`src/rtl/usb_packet_tx_pkg.sv`:
```
// Shared types and constants for the USB packet transmitter: PID codes, FSM states,
// CRC16 constants and PID classification helpers.
package usb_packet_tx_pkg;

  typedef enum logic [3:0] {
    PID_RSVD  = 4'b0000,
    PID_OUT   = 4'b0001,
    PID_ACK   = 4'b0010,
    PID_DATA0 = 4'b0011,
    PID_PING  = 4'b0100,
    PID_SOF   = 4'b0101,
    PID_NYET  = 4'b0110,
    PID_DATA2 = 4'b0111,
    PID_SPLIT = 4'b1000,
    PID_IN    = 4'b1001,
    PID_NAK   = 4'b1010,
    PID_DATA1 = 4'b1011,
    PID_PRE   = 4'b1100,
    PID_SETUP = 4'b1101,
    PID_STALL = 4'b1110,
    PID_MDATA = 4'b1111
  } pid_t;

  typedef enum logic [2:0] {
    ST_IDLE,
    ST_PID,
    ST_DATA,
    ST_CRC_LO,
    ST_CRC_HI
  } state_t;

  // Reflected form of x^16+x^15+x^2+1, shifted LSB-first.
  localparam logic [15:0] CRC16_POLY = 16'hA001;
  localparam logic [15:0] CRC16_INIT = 16'hFFFF;
  localparam int          BYTE_CNT_W = 7;

  function automatic logic is_legal_tx_pid(input pid_t p);
    return p inside {PID_ACK, PID_NAK, PID_STALL, PID_DATA0, PID_DATA1};
  endfunction

  function automatic logic is_data_pid(input pid_t p);
    return p inside {PID_DATA0, PID_DATA1};
  endfunction

endpackage

```
`src/rtl/usb_crc16.sv`:
```
// Combinational byte-wise USB CRC16 update, bit 0 of the data byte first.
module usb_crc16
  import usb_packet_tx_pkg::*;
(
  input  logic [15:0] crc_in,
  input  logic [7:0]  data,
  output logic [15:0] crc_out
);

  // NOTE: blocking assignments let the eight bit-steps chain inside one combinational
  // evaluation; sequential state elsewhere uses non-blocking assignments only.
  always_comb begin
    crc_out = crc_in;
    for (int i = 0; i < 8; i++) begin
      if (crc_out[0] ^ data[i]) crc_out = (crc_out >> 1) ^ CRC16_POLY;
      else                      crc_out = crc_out >> 1;
    end
  end

endmodule

```
`src/rtl/usb_packet_tx.sv`:
```
// USB packet transmitter: sends PID, optional payload and complemented CRC16 to the SIE
// one byte per tx_ready pulse, flagging illegal PIDs and payload underruns.
module usb_packet_tx
  import usb_packet_tx_pkg::*;
#(
  parameter int MAX_LEN = 64
) (
  input  logic       clk,
  input  logic       reset,
  input  logic       start,
  input  pid_t       pid,
  input  logic       no_payload,
  input  logic [7:0] payload,
  input  logic       payload_valid,
  input  logic       payload_last,
  output logic       payload_ready,
  output logic [7:0] tx_data,
  output logic       tx_valid,
  input  logic       tx_ready,
  output logic       busy,
  output logic       done,
  output logic       error
);

  localparam logic [BYTE_CNT_W-1:0] CNT_MAX = BYTE_CNT_W'(MAX_LEN);

  state_t                state, state_nxt;
  logic [7:0]            tx_data_nxt;
  logic                  tx_valid_nxt;
  logic [15:0]           crc, crc_nxt, crc_upd;
  logic [BYTE_CNT_W-1:0] cnt, cnt_nxt;
  logic                  is_data, is_data_nxt;
  logic                  skip_payload, skip_payload_nxt;
  logic                  last, last_nxt;
  logic                  done_nxt, error_nxt;
  logic                  need_byte;
  logic                  byte_is_last;
  logic [3:0]            pid_bits;

  assign pid_bits     = pid;
  assign busy         = (state != ST_IDLE);
  assign byte_is_last = last || (cnt == CNT_MAX);

  usb_crc16 u_crc16 (
    .crc_in  (crc),
    .data    (payload),
    .crc_out (crc_upd)
  );

  // NOTE: every output of this block gets a default first so no path leaves a value
  // unassigned, which would otherwise infer a latch.
  always_comb begin
    state_nxt        = state;
    tx_data_nxt      = tx_data;
    tx_valid_nxt     = tx_valid;
    crc_nxt          = crc;
    cnt_nxt          = cnt;
    is_data_nxt      = is_data;
    skip_payload_nxt = skip_payload;
    last_nxt         = last;
    done_nxt         = 1'b0;
    error_nxt        = 1'b0;
    need_byte        = 1'b0;
    payload_ready    = 1'b0;

    unique case (state)
      ST_IDLE: begin
        if (start) begin
          if (is_legal_tx_pid(pid)) begin
            state_nxt        = ST_PID;
            tx_valid_nxt     = 1'b1;
            tx_data_nxt      = {~pid_bits, pid_bits};
            crc_nxt          = CRC16_INIT;
            cnt_nxt          = '0;
            is_data_nxt      = is_data_pid(pid);
            skip_payload_nxt = no_payload;
            last_nxt         = 1'b0;
          end else begin
            error_nxt = 1'b1;
          end
        end
      end
      ST_PID: begin
        if (tx_ready) begin
          if (!is_data) begin
            state_nxt    = ST_IDLE;
            tx_valid_nxt = 1'b0;
            done_nxt     = 1'b1;
          end else if (skip_payload) begin
            state_nxt   = ST_CRC_LO;
            tx_data_nxt = ~crc[7:0];
          end else begin
            need_byte = 1'b1;
          end
        end
      end
      ST_DATA: begin
        if (tx_ready) begin
          if (byte_is_last) begin
            state_nxt   = ST_CRC_LO;
            tx_data_nxt = ~crc[7:0];
          end else begin
            need_byte = 1'b1;
          end
        end
      end
      ST_CRC_LO: begin
        if (tx_ready) begin
          state_nxt   = ST_CRC_HI;
          tx_data_nxt = ~crc[15:8];
        end
      end
      ST_CRC_HI: begin
        if (tx_ready) begin
          state_nxt    = ST_IDLE;
          tx_valid_nxt = 1'b0;
          done_nxt     = 1'b1;
        end
      end
      default: state_nxt = ST_IDLE;
    endcase

    // A byte is owed to the SIE: take it from the endpoint, or abort on underrun.
    if (need_byte) begin
      if (payload_valid) begin
        payload_ready = 1'b1;
        state_nxt     = ST_DATA;
        tx_data_nxt   = payload;
        crc_nxt       = crc_upd;
        cnt_nxt       = (cnt == CNT_MAX) ? cnt : cnt + 1'b1;
        last_nxt      = payload_last;
      end else begin
        state_nxt    = ST_IDLE;
        tx_valid_nxt = 1'b0;
        error_nxt    = 1'b1;
      end
    end
  end

  always_ff @(posedge clk) begin
    if (!reset) begin
      state        <= ST_IDLE;
      tx_valid     <= 1'b0;
      tx_data      <= 8'h00;
      crc          <= CRC16_INIT;
      cnt          <= '0;
      is_data      <= 1'b0;
      skip_payload <= 1'b0;
      last         <= 1'b0;
      done         <= 1'b0;
      error        <= 1'b0;
    end else begin
      state        <= state_nxt;
      tx_valid     <= tx_valid_nxt;
      tx_data      <= tx_data_nxt;
      crc          <= crc_nxt;
      cnt          <= cnt_nxt;
      is_data      <= is_data_nxt;
      skip_payload <= skip_payload_nxt;
      last         <= last_nxt;
      done         <= done_nxt;
      error        <= error_nxt;
    end
  end

endmodule

```
`config.mk`:
```
export PLATFORM = sky130hd
export DESIGN_NAME = usb_packet_tx
export DESIGN_NICKNAME = d
export VERILOG_FILES = /design/src/rtl/usb_packet_tx_pkg.sv /design/src/rtl/usb_crc16.sv /design/src/rtl/usb_packet_tx.sv
export SDC_FILE = /design/constraint.sdc
export NUM_CORES = 1
export LEC_CHECK = 0
export ABC_CLOCK_PERIOD_IN_PS = 5110
export CAP_MARGIN = 20
export CORE_MARGIN = 4
export CORE_UTILIZATION = 47
export DETAILED_ROUTE_END_ITERATION = 8
export PLACE_DENSITY_LB_ADDON = 0.08
export REMOVE_ABC_BUFFERS = 1
export SLEW_MARGIN = 10
export SYNTH_ARGS = -nofsm -noshare
export SYNTH_HDL_FRONTEND = slang
export SYNTH_SLANG_ARGS = --single-unit
export TNS_END_PERCENT = 5
```
`constraint.sdc`:
```
create_clock -name clk -period 5.11 [get_ports clk]
set_input_delay 0.511 -clock clk [delete_from_list [all_inputs] [get_ports clk]]
set_output_delay 0.511 -clock clk [all_outputs]
set_load 0.05 [all_outputs]
```
=== Word-level counts from Yosys, hierarchy flattened ===
Cells that the tools add are included.

* Bits in registers: 40
* Input port bits: 19
* Output and inout bits: 13
* Word-level logic and storage cells: 128

* Add/subtract/negate cells: 1
* Equality and inequality tests: 19
* Mux-type cells: 72
* Bitwise logic cells: 19
* Reduce and logical (&&, ||, !) cells: 7

{| class="wikitable"
|+ Operators with widths
! kind !! count
|-
| $mux 16 || 13
|-
| $mux 8 || 10
|-
| $mux 7 || 6
|-
| $pmux 8 s4 || 1
|-
| $mux 3 || 10
|-
| $mux 1 || 27
|-
| $ne 3x3->1 const B || 8
|-
| $not 2->3 || 8
|-
| $not 8->8 || 2
|-
| $pmux 3 s5 || 1
|-
| $eq 4x4->1 const B || 3
|-
| $eq 4x2->1 const B || 2
|-
| $reduce_and 8->1 || 1
|-
| $xor 1x1->1 || 8
|-
| $add 7x1->7 const B || 1
|-
| $eq 7x7->1 const B || 1
|-
| $eq 3x2->1 const B || 2
|-
| $reduce_bool 5->1 || 1
|-
| $ne 4x4->1 const B || 1
|-
| $not 4->4 || 1
|-
| $pmux 1 s2 || 2
|-
| $eq 3x1->1 const B || 1
|-
| $eq 3x3->1 const B || 1
|-
| $logic_not 3->1 || 1
|-
| other kinds (6) || 6
|}

=== Longest topological paths before layout ===
Gate-level depths: netlist of the first run.

* Word-level depth: 18
* Mapped depth: 9
* Depth with buffers taken out: 9

=== By module ===
A second synthesis of the first run with hierarchy kept.

* Cell total of the unflattened synthesis: 295
* Area total of the unflattened synthesis: 2391.0 sq um

{| class="wikitable"
|+ Modules (own cells, without submodules)
! module !! times used !! cells each !! area an instance (sq um) !! seq. area each (sq um)
|-
| usb_packet_tx || 1 || 269 || 2139.6 || 800.8
|-
| usb_crc16 || 1 || 26 || 251.5 || 0.0
|}

=== Worst setup path before layout of the first run ===
Ideal clock, no wire load.

* Path kind: flip-flop to output port
* Start: reg cnt[0]
* End: out payload_ready
* Data arrival time: 1.885 ns
* Data required time: 4.599 ns
* Path slack: 2.714 ns
* Cell stages (with the launch flop): 8
* Path buffers: 1
* Cells stage by stage: dfxtp_1 inv_1 ha_1 and4bb_1 a2111oi_4 o211ai_2 inv_2 buf_2

* Word-level cells in the longest chain between the ends: 6

{| class="wikitable"
|+ Ends and longest elaborated chain
! what !! RTL line !! source
|-
| start: declaration || usb_packet_tx.sv:31 || <nowiki>logic [BYTE_CNT_W-1:0] cnt, cnt_nxt;</nowiki>
|-
| start signal: assignment || usb_packet_tx.sv:157 || <nowiki>cnt <= cnt_nxt;</nowiki>
|-
| $eq 7x7->1 || usb_packet_tx.sv:42 || <nowiki>assign byte_is_last = last || (cnt == CNT_MAX);</nowiki>
|-
| $logic_or 1x1->1 || usb_packet_tx.sv:42 ||
|-
| $mux 1 || usb_packet_tx.sv:99 || <nowiki>if (byte_is_last) begin</nowiki>
|-
| $mux 1 || usb_packet_tx.sv:98 || <nowiki>if (tx_ready) begin</nowiki>
|-
| $pmux 1 s2 || usb_packet_tx.sv:66 || <nowiki>unique case (state)</nowiki>
|-
| $mux 1 || usb_packet_tx.sv:124 || <nowiki>if (need_byte) begin</nowiki>
|-
| end: declaration || usb_packet_tx.sv:16 || <nowiki>output logic payload_ready,</nowiki>
|}

No other way between the ends.

=== Worst setup path in the final report of the first run ===
Ends and elaborated chain as after synthesis.

==> results of run 1 <==
==> per-layer routing <==
metal	track usage, %	wire (um)
met1	27.07	2680
met3	4.333	287
met2	31.10	2663
met5	0	0
met4	9.420	91
==> flip-flops by register name (all words and copies together), names as in the netlist <==
signal	flops
done	1
skip_payload	1
state	3
crc	16
last	1
tx_data	8
error	1
is_data	1
cnt	7
tx_valid	1
==> Yosys cell counts, types with 2 or more instances <==
| library cell | instances | share of area, % |
|---|---|---|
| a21oi_1 | 18 | 4.0 |
| a221oi_1 | 2 | 0.78 |
| a22oi_1 | 2 | 0.67 |
| a31oi_1 | 6 | 1.7 |
| a32oi_1 | 2 | 0.78 |
| buf_2 | 4 | 0.90 |
| clkbuf_1 | 8 | 1.3 |
| dfxtp_1 | 40 | 36 |
| ha_1 | 2 | 1.1 |
| inv_1 | 7 | 1.2 |
| inv_2 | 2 | 0.34 |
| mux2i_1 | 3 | 1.3 |
| nand2_1 | 42 | 7.1 |
| nand2b_1 | 3 | 0.84 |
| nand3_1 | 7 | 1.6 |
| nand4_1 | 3 | 0.84 |
| nor2_1 | 28 | 4.7 |
| nor3_1 | 12 | 2.7 |
| o211ai_1 | 10 | 3.4 |
| o21a_1 | 2 | 0.67 |
| o21ai_0 | 16 | 3.6 |
| o21ai_1 | 3 | 0.67 |
| o221ai_1 | 3 | 1.2 |
| o31ai_1 | 2 | 0.67 |
| xnor2_1 | 19 | 7.4 |
| xnor2_2 | 2 | 1.5 |
| xor2_1 | 2 | 0.78 |
| xor2_2 | 2 | 1.5 |
==> placed cells by master, fill, tap and decap left out, types with 3 or more instances in the layout <==
cell,synthesis,routed
nand2_1,42,42
a31oi_1,6,6
xnor2_1,19,19
nor2_1,28,28
nand3_1,7,7
clkbuf_8,0,5
o211ai_1,10,10
a21oi_1,18,18
o21ai_0,16,16
nand4_1,3,3
nor3_1,12,12
o21ai_1,3,3
nand2b_1,3,3
dfxtp_1,40,40
clkdlybuf4s50_1,0,31
inv_1,7,7
o221ai_1,3,3
mux2i_1,3,3
==> layout make-up <==
| type | instances | area (um2) | area share (%) |
|---|---|---|---|
| clock buffer | 6 | 72.57 | 2.713 |
| clock inverter | 2 | 35.03 | 1.310 |
| inverter | 10 | 37.54 | 1.403 |
| multi-input combinational | 212 | 1346 | 50.33 |
| sequential | 40 | 800.8 | 29.93 |
| tap | 52 | 65.06 | 2.432 |
| timing repair buffer | 32 | 317.8 | 11.88 |
==> worst max path at each step <==
| stage | slack (ps) | to |
|---|---|---|
| 2_1_floorplan | 2360 | cnt[6] |
| 3_3_place_gp | 1590 | payload_ready |
| 3_5_place_dp | 1570 | payload_ready |
| 4_1_cts | 1510 | payload_ready |
| 5_1_grt | 1340 | payload_ready |
| 6_report | 1490 | payload_ready |
==> critical path, cell delays in order (launching register included) <==
cell and delay, ps:
dfxtp_1 360, inv_1 80, ha_1 200, and4bb_1 250, a2111oi_4 450, o211ai_2 150, inv_2 430, clkdlybuf4s50_1 900
==> cell families after synthesis <==
logic type / synth area share, %
adder cells (fa/ha/maj): 1.120
AO/OA/AOI/OAI: 23.74
XOR/XNOR: 13.38
buffers and inverters: 3.920
multiplexers: 1.344
flip-flops: 35.83
AND/OR/NAND/NOR: 20.66
==> power groups by stage <==
stage | combinational, mW | clock, mW | sequential (mW)
floorplan | 0.217 | 0 | 0.419
global placement | 0.365 | 0 | 0.379
detailed placement | 0.367 | 0 | 0.380
CTS | 0.369 | 0.263 | 0.372
global route | 0.397 | 0.275 | 0.377
finish | 0.369 | 0.259 | 0.373
==> impl_metrics.py, run 1 <==
metrics = {
    "hold_path": {
        "holdPathEnd": "cnt[1]",
        "hold_depth": 2,
        "hp-start": "cnt[1]",
        "hold_path.class": "reg2reg",
    },
    "placed_design": {
        "placed_area_mm2": 0.002567,
        "pre_cts_ws_ps": 1572,
        "dp.cells": 346,
        "gp_congestion": 0.8615,
        "port_buffers": 31,
        "dp_hpwl_mm": 3.971,
    },
    "timing": {
        "finalSetupViolCount": 0,
        "finalCriticalPeriod_ps": 3616,
        "fin_skew_ps": 6.976,
        "fmax_mhz": 276.5,
        "tightest_slew_ps": 869.9,
        "hold_violations": 0,
        "setup_tns_ps": 0,
        "period_share_pct": 70.77,
        "worst_slack_ps": 1494,
        "drv_slew": 0,
        "slew_headroom_pct": 41.90,
        "hold-worst-slack_ps": 491.0,
        "rsz0062_at_grt": "no",
    },
    "critical_path": {
        "path_class": "reg2out",
        "cp_data_arrival_time_ps": 3110,
        "crit_start": "cnt[0]",
        "timing.rr.start": "cnt[0]",
        "cp.required_ps": 4600,
        "cp-start-kind": "flop",
        "crit_fanout": 27,
        "worstReg2RegEnd": "cnt[6]",
        "r2r_setup_slack_ps": 2590,
        "rr_worst_depth": 8,
        "endpoint_kind": "output pin",
    },
    "pwr": {
        "p_leak_nw": 0.9830,
        "irDropWorstVdd_mv": 0.2311,
        "total_power_mw": 1.001,
        "power_density_mw_per_mm2": 374.2,
        "power.internal_uw": 633.5,
        "sequentialPowerShare_pct": 37.3,
        "switching_power_uw": 367.4,
        "power_frac_comb_pct": 36.9,
        "pwr-share-clk_pct": 25.8,
        "power.share.switching_pct": 36.71,
    },
    "route": {
        "wl_mm": 5.723,
        "antenna_left": 0,
        "vias_per_cell": 5.757,
        "drtIter0Drc": 172,
        "drc": 0,
        "drtPass1Iterations": 4,
        "vias": 2038,
        "avgRoutedWirePerCell_um": 16.17,
    },
    "clocking": {
        "cts_setup_buffers": 0,
        "clk_path_buf_depth": 2,
        "postCtsResizedCells": 0,
        "clk_pin_slew_ps": 70,
        "cts_inserted_buffers": 5,
        "clk_latency_ps": 290,
        "h-tree-depth": 2,
        "cts_tree": "yes",
        "cts_hold_buf": 0,
        "cts_sinks": 40,
        "clockRootBuffer": "clkbuf_8",
    },
    "layout": {
        "final_cells": 354,
        "n_antenna_cell": 0,
        "post_route_cells_drive_above_1_share_pct": 6.291,
        "nFillCells": 410,
        "nets": 322,
        "final_util_pct": 59.79,
        "final_cell_area_mm2": 0.002675,
        "area_growth_pct": 19.71,
    },
    "status": {
        "status": "completed",
    },
    "synth": {
        "synth_cells": 274,
        "async_flop_share_pct": 0,
        "synth_warnings": 0,
        "synthDistinctLibCells": 50,
        "synth_edf_count": 0,
        "ys_ff_latch": 40,
        "syn_area_mm2": 0.002235,
        "synth_seq_area_share_pct": 35.83,
        "synth-main-ff-cell": "dfxtp_1",
        "avgSynthCellArea_um2": 8.156,
    },
    "floorplanning": {
        "fp.dieH_um": 76.96,
        "die_area_mm2": 0.005922,
        "die_width_um": 76.96,
        "row_count": 24,
        "coreArea_mm2": 0.004474,
        "io_pins": 32,
        "start_util_pct": 49.94,
    },
    "grt": {
        "grt_pass1_wl_mm": 9.563,
        "grt_usage_pct": 20.26,
        "gr-total-overflow": 0,
        "antenna_found_initial": 0,
        "first_global_vias": 1962,
        "grt_max_degree": 34,
    },
    "run": {
        "cap_violations": 0,
    },
}
Power figures use the tool's default switching activity.
==> run 2, diff against run 1 <==
ABC_CLOCK_PERIOD_IN_PS = 3300   (was 5110)
clock period = 3.3 ns   (was 5.11 ns; I/O delays follow)
==> run 2 against run 1 <==
Effect of this change:
- critical path depth is the same
- first-iteration DRC count shrank 33%
- combinational power grew 57%
- worst setup slack lost 900 ps
- global-route usage grew 0.30 points
- count of clock-buffer cells in the layout grew 2
- cell count grew 1.1%
- register-to-register slack lost 1700 ps
- critical endpoint unchanged
- largest power group unchanged
- highest routed layer unchanged
==> impl_metrics.py, run 2 (synthesis results as in run 1) <==
metrics = {
    "critical_path": {
        "cp-start-kind": "flop",
        "cp_data_arrival_time_ps": 2380,
        "cp.required_ps": 2970,
        "critPathTopFamily": "buffers and inverters",
        "slowest_delay_ps": 420,
        "endpoint_kind": "output pin",
        "path_class": "reg2out",
        "crit_fanout": 27,
        "critical_path_buf_inv_count": 3,
        "path_cells": "inv_1 -> ha_1 -> and4bb_1 -> a2111oi_4 -> o211ai_2 -> inv_2 -> buf_12",
        "cp_slowest_cell": "a2111oi_4",
    },
    "pwr": {
        "p_leak_nw": 0.9978,
        "irDropWorstVdd_mv": 0.3501,
        "power_density_mw_per_mm2": 555.0,
    },
    "timing": {
        "setup_tns_ps": 0,
        "fmax_mhz": 369.0,
        "hold_violations": 0,
        "rsz0062_at_grt": "no",
        "finalCriticalPeriod_ps": 2710,
        "fin_skew_ps": 3.786,
        "slew_headroom_pct": 53.56,
        "finalSetupViolCount": 0,
        "tightest_slew_ps": 694.0,
        "period_share_pct": 82.13,
        "drv_slew": 0,
    },
    "route": {
        "avgRoutedWirePerCell_um": 16.39,
        "drc": 0,
        "drtPass1Iterations": 6,
        "antenna_left": 0,
        "wl_mm": 5.867,
        "vias_per_cell": 5.897,
        "vias": 2111,
        "drtIter0Drc": 116,
    },
    "floorplanning": {
        "fp.dieH_um": 76.96,
        "io_pins": 32,
        "die_area_mm2": 0.005922,
        "die_width_um": 76.96,
        "row_count": 24,
        "start_util_pct": 49.94,
        "coreArea_mm2": 0.004474,
    },
    "layout": {
        "multi_input_comb_area_mm2": 0.001346,
        "mostFrequentLayoutCell": "nand2_1",
        "top_regs": "crc: 16 flops, tx_data: 8 flops, cnt: 7 flops",
        "post_route_cells_drive_above_1_share_pct": 7.516,
        "final_cell_mix": "nand2_1, dfxtp_1, clkdlybuf4s50_1, nor2_1, xnor2_1",
        "area_growth_pct": 20.72,
        "nets": 326,
        "regMostFlops": "crc",
        "final_cell_area_mm2": 0.002698,
        "largest_reg_flops": 16,
        "final_util_pct": 60.29,
        "n_antenna_cell": 0,
        "area.sequential_um2": 800.8,
        "nFillCells": 410,
    },
    "clocking": {
        "cts_inserted_buffers": 5,
        "clk_path_buf_depth": 2,
        "postCtsResizedCells": 0,
        "clk_pin_slew_ps": 70,
        "h-tree-depth": 2,
        "cts_hold_buf": 0,
        "cts_sinks": 40,
        "cts_tree": "yes",
        "clk_latency_ps": 290,
        "clockRootBuffer": "clkbuf_8",
        "cts_setup_buffers": 0,
    },
    "placed_design": {
        "dp_hpwl_mm": 4.216,
        "placed_area_mm2": 0.002608,
        "port_buffers": 31,
        "gp_congestion": 0.8813,
    },
    "grt": {
        "antenna_found_initial": 0,
        "gr-total-overflow": 0,
        "first_global_vias": 2041,
        "grt_max_degree": 34,
        "grt_usage_pct": 20.56,
        "grt_pass1_wl_mm": 9.770,
    },
    "run": {
        "cap_violations": 0,
    },
    "status": {
        "status": "completed",
    },
    "hold_path": {
        "hold_path.class": "reg2reg",
    },
}
-- run 2: cell count changes in the layout (fill, tap and decap cells not counted) --
cell	delta
clkdlybuf4s50_1	-1
clkbuf_8	+1
clkinv_2	-1
buf_12	+1
clkbuf_1	+1
buf_4	+4
bufinv_16	-1
-- run 2: final timing paths --
| path | end | slack, ps | cells past startpoint | from |
|---|---|---|---|---|
| setup / recovery | payload_ready | 590 | 7 | cnt[0] |
| setup reg to reg | cnt[6] | 870 | 9 | cnt[0] |
| hold / removal | cnt[1] | 500 | 2 | cnt[1] |
| hold reg to reg | cnt[1] | 500 | 2 | cnt[1] |
-- run 2: tightest hold or removal path, cell delays in order, from the launching register on --
cell and delay, ps:
dfxtp_1 330, nand2_1 60, a21oi_1 60
-- run 2: routing by layer --
metal / up-vias / track usage [%] / wire, um
met1: 983 / 26.56 / 2673
met3: 15 / 4.098 / 341
met5: - / 0 / 0
met2: 79 / 33.45 / 2727
met4: 0 / 8.333 / 125
li1: 1034 / - / -
-- run 2: final cells by class --
type	count	area share [%]
multi-input cells	212	49.91
inverters	10	1.391
clock buffers	8	3.340
flip-flops and latches	40	29.68
repair buffers	36	13.27
well taps	52	2.412
-- run 2: power breakdown --
group / switching (mW) / total [mW] / internal, mW
clock: 0.169 / 0.339 / 0.171
combinational: 0.343 / 0.579 / 0.235
sequential: 0.0528 / 0.579 / 0.527
-- run 2: through the flow --
stage | std cells | total power [mW] | hold WS [ps] | setup slack [ps]
floorplan | 262 | 0.9858 | 406.2 | 552.4
global placement | 350 | 1.159 | 463.6 | 866.8
detailed placement | 350 | 1.161 | 489.3 | 867.5
CTS | 358 | 1.498 | 499.8 | 579.9
global route | 358 | 1.575 | 523.7 | 413.7
finish | 358 | 1.497 | 496.0 | 589.8
==> run 3, diff against run 2 <==
ABC_CLOCK_PERIOD_IN_PS = 2700   (was 3300)
clock period = 2.7 ns   (was 3.3 ns; I/O delays follow)
==> run 3 against run 2 <==
Effect of this change:
- sequential cell count is the same
- via count shrank 0.66%
- combinational power grew 23%
- critical path type unchanged
==> impl_metrics.py, run 3 (synthesis results as in run 1) <==
metrics = {
    "critical_path": {
        "r2r_setup_slack_ps": 420,
        "cp_slowest_cell": "a2111oi_4",
        "cp_data_arrival_time_ps": 2250,
        "slowest_delay_ps": 410,
        "endpoint_kind": "output pin",
        "critical_path_buf_inv_count": 4,
        "cp-start-kind": "flop",
        "path_cells": "inv_1 -> ha_1 -> and4bb_1 -> a2111oi_4 -> o211ai_2 -> inv_4 -> buf_4 -> buf_12",
        "path_class": "reg2out",
        "critPathTopFamily": "compound AO/OA/AOI/OAI gates",
        "crit_fanout": 7,
        "cp.required_ps": 2430,
    },
    "clocking": {
        "clk_pin_slew_ps": 80,
        "cts_sinks": 40,
        "h-tree-depth": 2,
        "cts_tree": "yes",
        "clk_latency_ps": 300,
        "clk_path_buf_depth": 2,
        "clockRootBuffer": "clkbuf_8",
        "cts_inserted_buffers": 5,
    },
    "floorplanning": {
        "die_area_mm2": 0.005922,
        "fp.dieH_um": 76.96,
        "start_util_pct": 49.94,
        "die_width_um": 76.96,
        "io_pins": 32,
        "coreArea_mm2": 0.004474,
        "row_count": 24,
    },
    "route": {
        "drc": 0,
        "vias_per_cell": 5.714,
        "drtPass1Iterations": 4,
        "antenna_left": 0,
        "drtIter0Drc": 161,
        "vias": 2097,
        "wl_mm": 5.745,
        "avgRoutedWirePerCell_um": 15.65,
    },
    "pwr": {
        "power_density_mw_per_mm2": 686.5,
        "irDropWorstVdd_mv": 0.3550,
        "p_leak_nw": 1.053,
    },
    "layout": {
        "nFillCells": 403,
        "final_cell_mix": "nand2_1, dfxtp_1, clkdlybuf4s50_1, nor2_1, xnor2_1",
        "post_route_cells_drive_above_1_share_pct": 10.79,
        "n_antenna_cell": 0,
        "final_cells": 367,
        "area.sequential_um2": 800.8,
        "final_util_pct": 62.33,
        "mostFrequentLayoutCell": "nand2_1",
        "area_growth_pct": 24.80,
        "regMostFlops": "crc",
        "nets": 335,
        "largest_reg_flops": 16,
        "top_regs": "crc: 16 flops, tx_data: 8 flops, cnt: 7 flops",
        "multi_input_comb_area_mm2": 0.001346,
    },
    "timing": {
        "slew_headroom_pct": 53.33,
        "period_share_pct": 93.37,
        "finalSetupViolCount": 0,
        "drv_slew": 0,
        "hold_violations": 0,
        "finalCriticalPeriod_ps": 2521,
        "rsz0062_at_grt": "no",
        "tightest_slew_ps": 697.5,
        "fmax_mhz": 396.7,
        "fin_skew_ps": 7.625,
    },
    "grt": {
        "grt_usage_pct": 21.12,
        "grt_max_degree": 31,
        "antenna_found_initial": 0,
        "gr-total-overflow": 0,
        "first_global_vias": 2049,
        "grt_pass1_wl_mm": 10.07,
    },
    "status": {
        "status": "completed",
    },
    "run": {
        "cap_violations": 0,
    },
    "placed_design": {
        "dp_hpwl_mm": 4.208,
        "port_buffers": 31,
        "gp_congestion": 0.8296,
        "dp.cells": 356,
    },
    "hold_path": {
        "hold_path.class": "reg2reg",
    },
}
==> run 3: layout make-up <==
type                    instances  share of cell area, %
multi-input cells             212                  48.27
flip-flops and latches         40                  28.71
repair buffers                 45                  15.25
clock buffers                   5                  2.467
well taps                      52                  2.333
clock inverters                 3                  1.525
inverters                      10                  1.436
==> run 3: worst paths after layout <==
| path | cells past startpoint | to | from |
|---|---|---|---|
| min | 1 | cnt[6] | cnt[6] |
| min reg2reg | 1 | cnt[6] | cnt[6] |
| max | 8 | payload_ready | cnt[0] |
| max reg2reg | 10 | cnt[6] | cnt[0] |
==> run 3: repair_timing <==
action	in CTS	in global routing
buffers inserted	0	3
endpoints found under the setup margin	0	1
hold endpoints to repair	0	0
hold buffers	0	0
resized for setup	0	1
==> run 3: power by group <==
part | switching [mW] | leakage (nW) | internal [mW]
clock | 0.220 | 0.0541 | 0.274
sequential | 0.0633 | 0.325 | 0.644
combinational | 0.413 | 0.674 | 0.300
total | 0.697 | 1.05 | 1.22
==> run 3: layer usage <==
metal | up-vias | routed length (um) | GRT usage (%)
li1 | 1055 | - | -
met1 | 985 | 2711 | 28.15
met2 | 48 | 2723 | 34.32
met3 | 9 | 208 | 3.630
met4 | 0 | 102 | 7.428
met5 | - | 0 | 0
==> run 3: per-stage QoR <==
step	total power [mW]	cell area (um2)	setup WS (ps)	hold slack, ps	setup TNS (ps)
after global placement	1.425	2653	386.2	457.0	0
after global routing	2.021	2789	28.00	511.7	0
final	1.915	2789	179.0	480.3	0
after CTS	1.918	2764	50.20	476.8	0
after detailed placement	1.427	2653	369.2	465.5	0
after floorplan	1.205	2185	-47.55	346.2	-47.55
